--- config.mk ---
export PLATFORM = sky130hd
export DESIGN_NAME = keypad_scan
export DESIGN_NICKNAME = d
export VERILOG_FILES = /design/src/rtl/keypad_pkg.sv /design/src/rtl/keypad_sync.sv /design/src/rtl/keypad_scan.sv
export SDC_FILE = /design/constraint.sdc
export NUM_CORES = 1
export LEC_CHECK = 0
export ABC_AREA = 1
export BUFFER_PORTS_ARGS = -buffer_cell sky130_fd_sc_hd__buf_2
export CAP_MARGIN = 5
export CORE_UTILIZATION = 40
export DETAILED_ROUTE_END_ITERATION = 8
export PLACE_DENSITY = 0.65
export SYNTH_ARGS = -nofsm -noshare
export SYNTH_HDL_FRONTEND = slang
export SYNTH_SLANG_ARGS = --single-unit
--- constraint.sdc ---
create_clock -name clk -period 1.8 [get_ports clk]
set_input_delay 0.09 -clock clk [delete_from_list [all_inputs] [get_ports clk]]
set_output_delay 0.09 -clock clk [all_outputs]
set_load 0.02 [all_outputs]
--- src/rtl/keypad_pkg.sv ---
// Shared types and constants for the 4x4 matrix keypad scanner.
// lowest_set picks the column reported when several columns are active at once.
package keypad_pkg;

    localparam int ROWS  = 4;
    localparam int COLS  = 4;
    localparam int KEY_W = 4;

    typedef enum logic [1:0] {SCAN, PRESS_DB, HELD, RELEASE_DB} kp_state_t;

    // Lowest active column wins when several are pressed on the same row.
    function automatic logic [1:0] lowest_set(input logic [COLS-1:0] v);
        lowest_set = 2'd0;
        for (int i = COLS - 1; i >= 0; i--)
            if (v[i]) lowest_set = 2'(i);
    endfunction

endpackage

--- src/rtl/keypad_sync.sv ---
// Two-flop synchronizer for asynchronous inputs.
// Both stages reset to all-ones, which is the idle level of pulled-up columns.
module keypad_sync #(
    parameter int W = 4
) (
    input  logic         clk,
    input  logic         rst_n,
    input  logic [W-1:0] d,
    output logic [W-1:0] q
);

    logic [W-1:0] meta;

    always_ff @(posedge clk or negedge rst_n) begin
        if (!rst_n) begin
            meta <= '1;
            q    <= '1;
        end else begin
            meta <= d;
            q    <= meta;
        end
    end

endmodule

--- src/rtl/keypad_scan.sv ---
// 4x4 keypad scanner: one row driven at a time, press and release debounced on
// divider ticks, and each accepted key offered to the CPU over valid/ready.
module keypad_scan
    import keypad_pkg::*;
#(
    parameter int SCAN_DIV     = 1000,
    parameter int DEBOUNCE_CNT = 8
) (
    input  logic             clk,
    input  logic             rst_n,
    input  logic [COLS-1:0]  col_in,
    output logic [ROWS-1:0]  row_out,
    output logic [KEY_W-1:0] key_code,
    output logic             key_valid,
    input  logic             key_ready,
    output logic             key_overrun
);

    localparam int DIV_W = $clog2(SCAN_DIV);
    localparam int DB_W  = $clog2(DEBOUNCE_CNT + 1);

    logic [COLS-1:0]  col_q;
    logic [COLS-1:0]  col_s;
    logic [DIV_W-1:0] div_cnt;
    logic             tick;
    kp_state_t        state;
    logic [1:0]       row_idx;
    logic [1:0]       cand_row;
    logic [1:0]       cand_col;
    logic [DB_W-1:0]  db_cnt;
    logic             hit;
    logic             db_last;
    logic             emit;

    keypad_sync #(.W(COLS)) u_col_sync (
        .clk   (clk),
        .rst_n (rst_n),
        .d     (col_in),
        .q     (col_q)
    );

    assign col_s   = ~col_q;
    assign tick    = (div_cnt == DIV_W'(SCAN_DIV - 1));
    assign row_out = ~(4'b0001 << row_idx);
    assign hit     = col_s[cand_col];
    // db_cnt is about to reach DEBOUNCE_CNT on this sample.
    assign db_last = (db_cnt == DB_W'(DEBOUNCE_CNT - 1));
    assign emit    = tick && (state == PRESS_DB) && hit && db_last;

    always_ff @(posedge clk or negedge rst_n) begin
        if (!rst_n)
            div_cnt <= '0;
        else if (tick)
            div_cnt <= '0;
        else
            div_cnt <= div_cnt + 1'b1;
    end

    // row_idx only moves in SCAN or when leaving a debounce, so it stays
    // equal to cand_row for the whole press/hold/release sequence.
    always_ff @(posedge clk or negedge rst_n) begin
        if (!rst_n) begin
            state    <= SCAN;
            row_idx  <= 2'd0;
            cand_row <= 2'd0;
            cand_col <= 2'd0;
            db_cnt   <= '0;
        end else if (tick) begin
            case (state)
                SCAN: begin
                    if (col_s != '0) begin
                        cand_col <= lowest_set(col_s);
                        cand_row <= row_idx;
                        db_cnt   <= DB_W'(1);
                        state    <= PRESS_DB;
                    end else begin
                        row_idx  <= row_idx + 2'd1;
                    end
                end
                PRESS_DB: begin
                    if (hit && db_last) begin
                        db_cnt  <= '0;
                        state   <= HELD;
                    end else if (hit) begin
                        db_cnt  <= db_cnt + 1'b1;
                    end else begin
                        row_idx <= row_idx + 2'd1;
                        db_cnt  <= '0;
                        state   <= SCAN;
                    end
                end
                HELD: begin
                    if (!hit) begin
                        db_cnt <= DB_W'(1);
                        state  <= RELEASE_DB;
                    end
                end
                RELEASE_DB: begin
                    if (hit) begin
                        db_cnt  <= '0;
                        state   <= HELD;
                    end else if (db_last) begin
                        row_idx <= row_idx + 2'd1;
                        db_cnt  <= '0;
                        state   <= SCAN;
                    end else begin
                        db_cnt  <= db_cnt + 1'b1;
                    end
                end
                default: state <= SCAN;
            endcase
        end
    end

    // A new key may replace the held one only when the consumer takes the
    // old one on the same edge; otherwise the new key is dropped.
    always_ff @(posedge clk or negedge rst_n) begin
        if (!rst_n) begin
            key_code    <= '0;
            key_valid   <= 1'b0;
            key_overrun <= 1'b0;
        end else begin
            key_overrun <= 1'b0;
            if (emit) begin
                if (!key_valid || key_ready) begin
                    key_code  <= {cand_row, cand_col};
                    key_valid <= 1'b1;
                end else begin
                    key_overrun <= 1'b1;
                end
            end else if (key_valid && key_ready) begin
                key_valid <= 1'b0;
            end
        end
    end

endmodule

==> key figures <==
Die
  • Die extent in x: 70.5 µm
  • Core ar.: 0.00444 mm²
  • Die Y-Extent: between 70 and 80 µm
  • Die area: 0.00497 mm²
  • Starting Density: 42.3%
  • Core Rows: 24
  • Num ports: 17

Clocking
  • Clock-pin slew on the worst setup and hold paths: approximately 0.070 ns
  • Post-CTS Resized: 0
  • Clk_lat worst skew: approximately 0.29 ns
  • Clk buf depth: 2
  • Post-CTS setup buffers: 0
  • CTS tree: done
  • CTS buffer count: 5
  • Clock sink total: 36
  • Root Driver: clkbuf_8
  • H-tree depth: 2

GRT
  • First-pass GRT wire length: about 5.9 mm
  • Vias in the first global route: 1,342
  • Antenna violations before repair: 0
  • Gr usage total: around 16%
  • Met3 Usage GRT: ~4.3%
  • GRT busiest layer: met2
  • GR Overflow Total: 0
  • Largest net degree at the start of global routing: 37
  • Met1 GRT Util: between 20% and 30%
  • Met2 Use GR: between 20% and 30%

Yosys
  • Syn Area/Cell: 8.78 µm²
  • Sequential area share after synthesis: about half
  • Warnings from Yosys: 0
  • Synth Register Bits: 36
  • Mapped Nets: 227
  • Top cell type's share of synthesized area: 37.3%
  • Area leader, netlist: dfrtp_1
  • Syn Inst Count: approximately 210
  • Area contributors post-synth: dfrtp_1 37%, dfstp_2 11%, nand2_1 9.6%
  • Mapped Area: around 0.0019 mm²
  • Cell variety after synth: 30

STA
  • Fin worst setup slack: between 0.15 and 0.2 ns
  • Final Setup Violations: 0
  • Worst-Margin Slew: between 0.7 and 0.8 ns
  • Period minus WS final: roughly 1.6 ns
  • Slew Limit Fails: 0
  • Slew headroom: roughly half
  • Setup tns final: 0 ns
  • Fin Clk Skew: between 0.003 and 0.004 ns
  • Fin. Hold Viols: 0
  • Unrepaired setup endpoints after global routing: no
  • Fin crit share: around nine tenths
  • Fmax: between 600 and 700 MHz

Power and ir drop
  • Leak pwr: roughly 1.1 nW
  • Maximum VDD drop: 0.000362 V
  • Total power: between 0.0015 and 0.002 W
  • P_int: 0.00125 W
  • Power per cell area: 725 mW/mm²
  • Comb pwr share: roughly 2.8%
  • Net Sw Frac: between 20% and 30%
  • Seq pwr share: a little over half
  • Clk pwr share: 44.6%
  • Psw: about 0.00033 W

Outcome
  • Violated checks: design-rule violations
  • Outcome: finished with violations

Min path
  • Hold crit path type: in -> reg

Worst setup path
  • Req. time, crit path: around 2.0 ns
  • CP Launch Type: flip-flop
  • Worst setup EP type: flip-flop
  • Most frequent CP cell: nand2_2
  • Kind of critical path: reg -> reg
  • CP max-delay cell: dfrtp_1
  • CP cell instances: ha_1 > nand2_2 > clkinv_2 > nand3_4 > nor2_4 > buf_4 > inv_4 > nand2_2 > nand2_1 > o21a_1
  • CP max stage delay: 0.38 ns
  • Worst-path fanout max: 7
  • Crit path arrival time: between 1.5 and 2 ns

Cells and area
  • Antenna Cells: 0
  • P&R area growth vs syn: 16.1%
  • Final net count: roughly 260
  • Most frequent cells in the layout: 48 x nand2_1, 28 x dfrtp_1, 23 x inv_1, 23 x nor2_1, 18 x nand3_1
  • Fill cell count: around 440
  • Commonest non-fill, non-tap cell in the layout: nand2_1
  • Non-Filler Instances: around 300
  • Layout cells sized above 1: between 20% and 30%
  • Post-route cell area: roughly 0.0022 mm²

Placement
  • Placed insts: roughly 280
  • Post-Place Setup Slack: 0.182 ns
  • Placer Congestion: between 0.7 and 0.8
  • Placed cell area: between 0.002 and 0.0025 mm²
  • Hpwl dp: about 2.4 mm
  • I/O Buffers: 16

Route
  • Detailed Route WL: ~3.3 mm
  • Vias: 1,388
  • 1st-iter DRT viols: 71
  • Drt wl/cell: 11.0 µm
  • DRT Pass-1 Iters: 6
  • Routed Antenna Nets: 0
  • # DRC: 2
  • Number of vias per cell: around 4.7

Flow run
  • Max Cap Violations: 0
-- through the flow --
stage,hold slack [ns],utilization [%]
floorplan,-0.206,-
global placement,0.200,45.4
detailed placement,0.196,45.4
CTS,0.166,49.1
global route,0.213,49.1
finish,0.165,49.1
-- cells in the mapped netlist --
cell       n
inv_4      1
o31ai_1    1
nor2_8     1
o21ai_0    3
a32oi_2    1
dfrtp_1   28
nor2_4     2
nand3_1   18
a21oi_1    3
dfstp_2    8
inv_2      8
nor2_2     1
o21ai_1    4
ha_1       6
nand3_2    2
nand3_4    1
and3_1     1
nand2_4    5
nor3_1     1
nor2_1    23
nand4_1    4
o21a_1     1
o21ai_2    5
a21boi_1   1
inv_1     23
nand2_1   48
buf_6      1
xor2_1     4
nand2_2    8
clkinv_2   1
-- worst paths after layout --
path / from / end / slack, ns / cells past startpoint
worst max-delay path: div_cnt[0] / div_cnt[9] / 0.18 / 10
worst min-delay path: key_ready / key_overrun / 0.16 / 4
worst max register to register: div_cnt[0] / div_cnt[9] / 0.18 / 10
worst min register to register: u_col_sync.meta[3] / u_col_sync.q[3] / 0.36 / 0
max in group asynchronous: rst_n / div_cnt[9] / 0.90 / 2
min in group asynchronous: rst_n / key_overrun / 0.42 / 2
-- kinds of logic (layout without fill, tap and decap cells) --
logic type | after synthesis | count (layout) | share of synthesized area, %
AO/OA/AOI/OAI | 19 | 19 | 7.06
XOR/XNOR | 4 | 4 | 1.87
adder cells (fa/ha/maj) | 6 | 6 | 4.00
buffers and inverters | 34 | 63 | 7.39
flip-flops | 36 | 36 | 48.5
AND/OR/NAND/NOR | 115 | 115 | 31.2
-- repair_timing --
item                                   CTS  global route
hold buffers                             5             0
endpoints found under the hold margin   32             0
setup endpoints to repair                0             0
-- metal layers --
| metal | part of all wire, % | wire length, µm |
|---|---|---|
| met2 | 44 | 1430 |
| met3 | 4.2 | 135 |
| met5 | 0 | 0 |
| met4 | 2.5 | 82 |
| met1 | 49 | 1610 |
-- flip-flops by register name, summed over array words and instances (netlist names), 4 cells and up --
| register | count |
|---|---|
| db_cnt | 4 |
| div_cnt | 10 |
| key_code | 4 |
| u_col_sync.meta | 4 |
| u_col_sync.q | 4 |
-- power groups by stage --
| stage | registers, W | clock network [W] | logic [W] |
|---|---|---|---|
| floorplan | 0.000843 | 0 | 0.0000138 |
| detailed placement | 0.000845 | 0 | 0.0000381 |
| CTS | 0.000830 | 0.000726 | 0.0000466 |
| finish | 0.000830 | 0.000705 | 0.0000446 |
| global route | 0.000831 | 0.000765 | 0.0000519 |
| global placement | 0.000845 | 0 | 0.0000381 |
-- worst max-delay path: cells and delay by family, from the launching register on --
kind	cells	cell delay, ns
adder cells (fa/ha/maj)	1	0.22
AO/OA/AOI/OAI	1	0.10
AND/OR/NAND/NOR	5	0.48
flip-flops	1	0.38
buffers and inverters	3	0.33
-- final cells by class --
cell class / instances / area [µm²] / share of cell area, %
Clock buffer: 5 / 68.8 / 3.16
Clock inverter: 3 / 42.5 / 1.95
Inverter: 33 / 128 / 5.85
Multi-Input combinational cell: 144 / 828 / 38.0
Sequential cell: 36 / 911 / 41.8
Tap cell: 52 / 65.1 / 2.98
Timing Repair Buffer: 22 / 138 / 6.31
(Power assumes the default switching activity.)
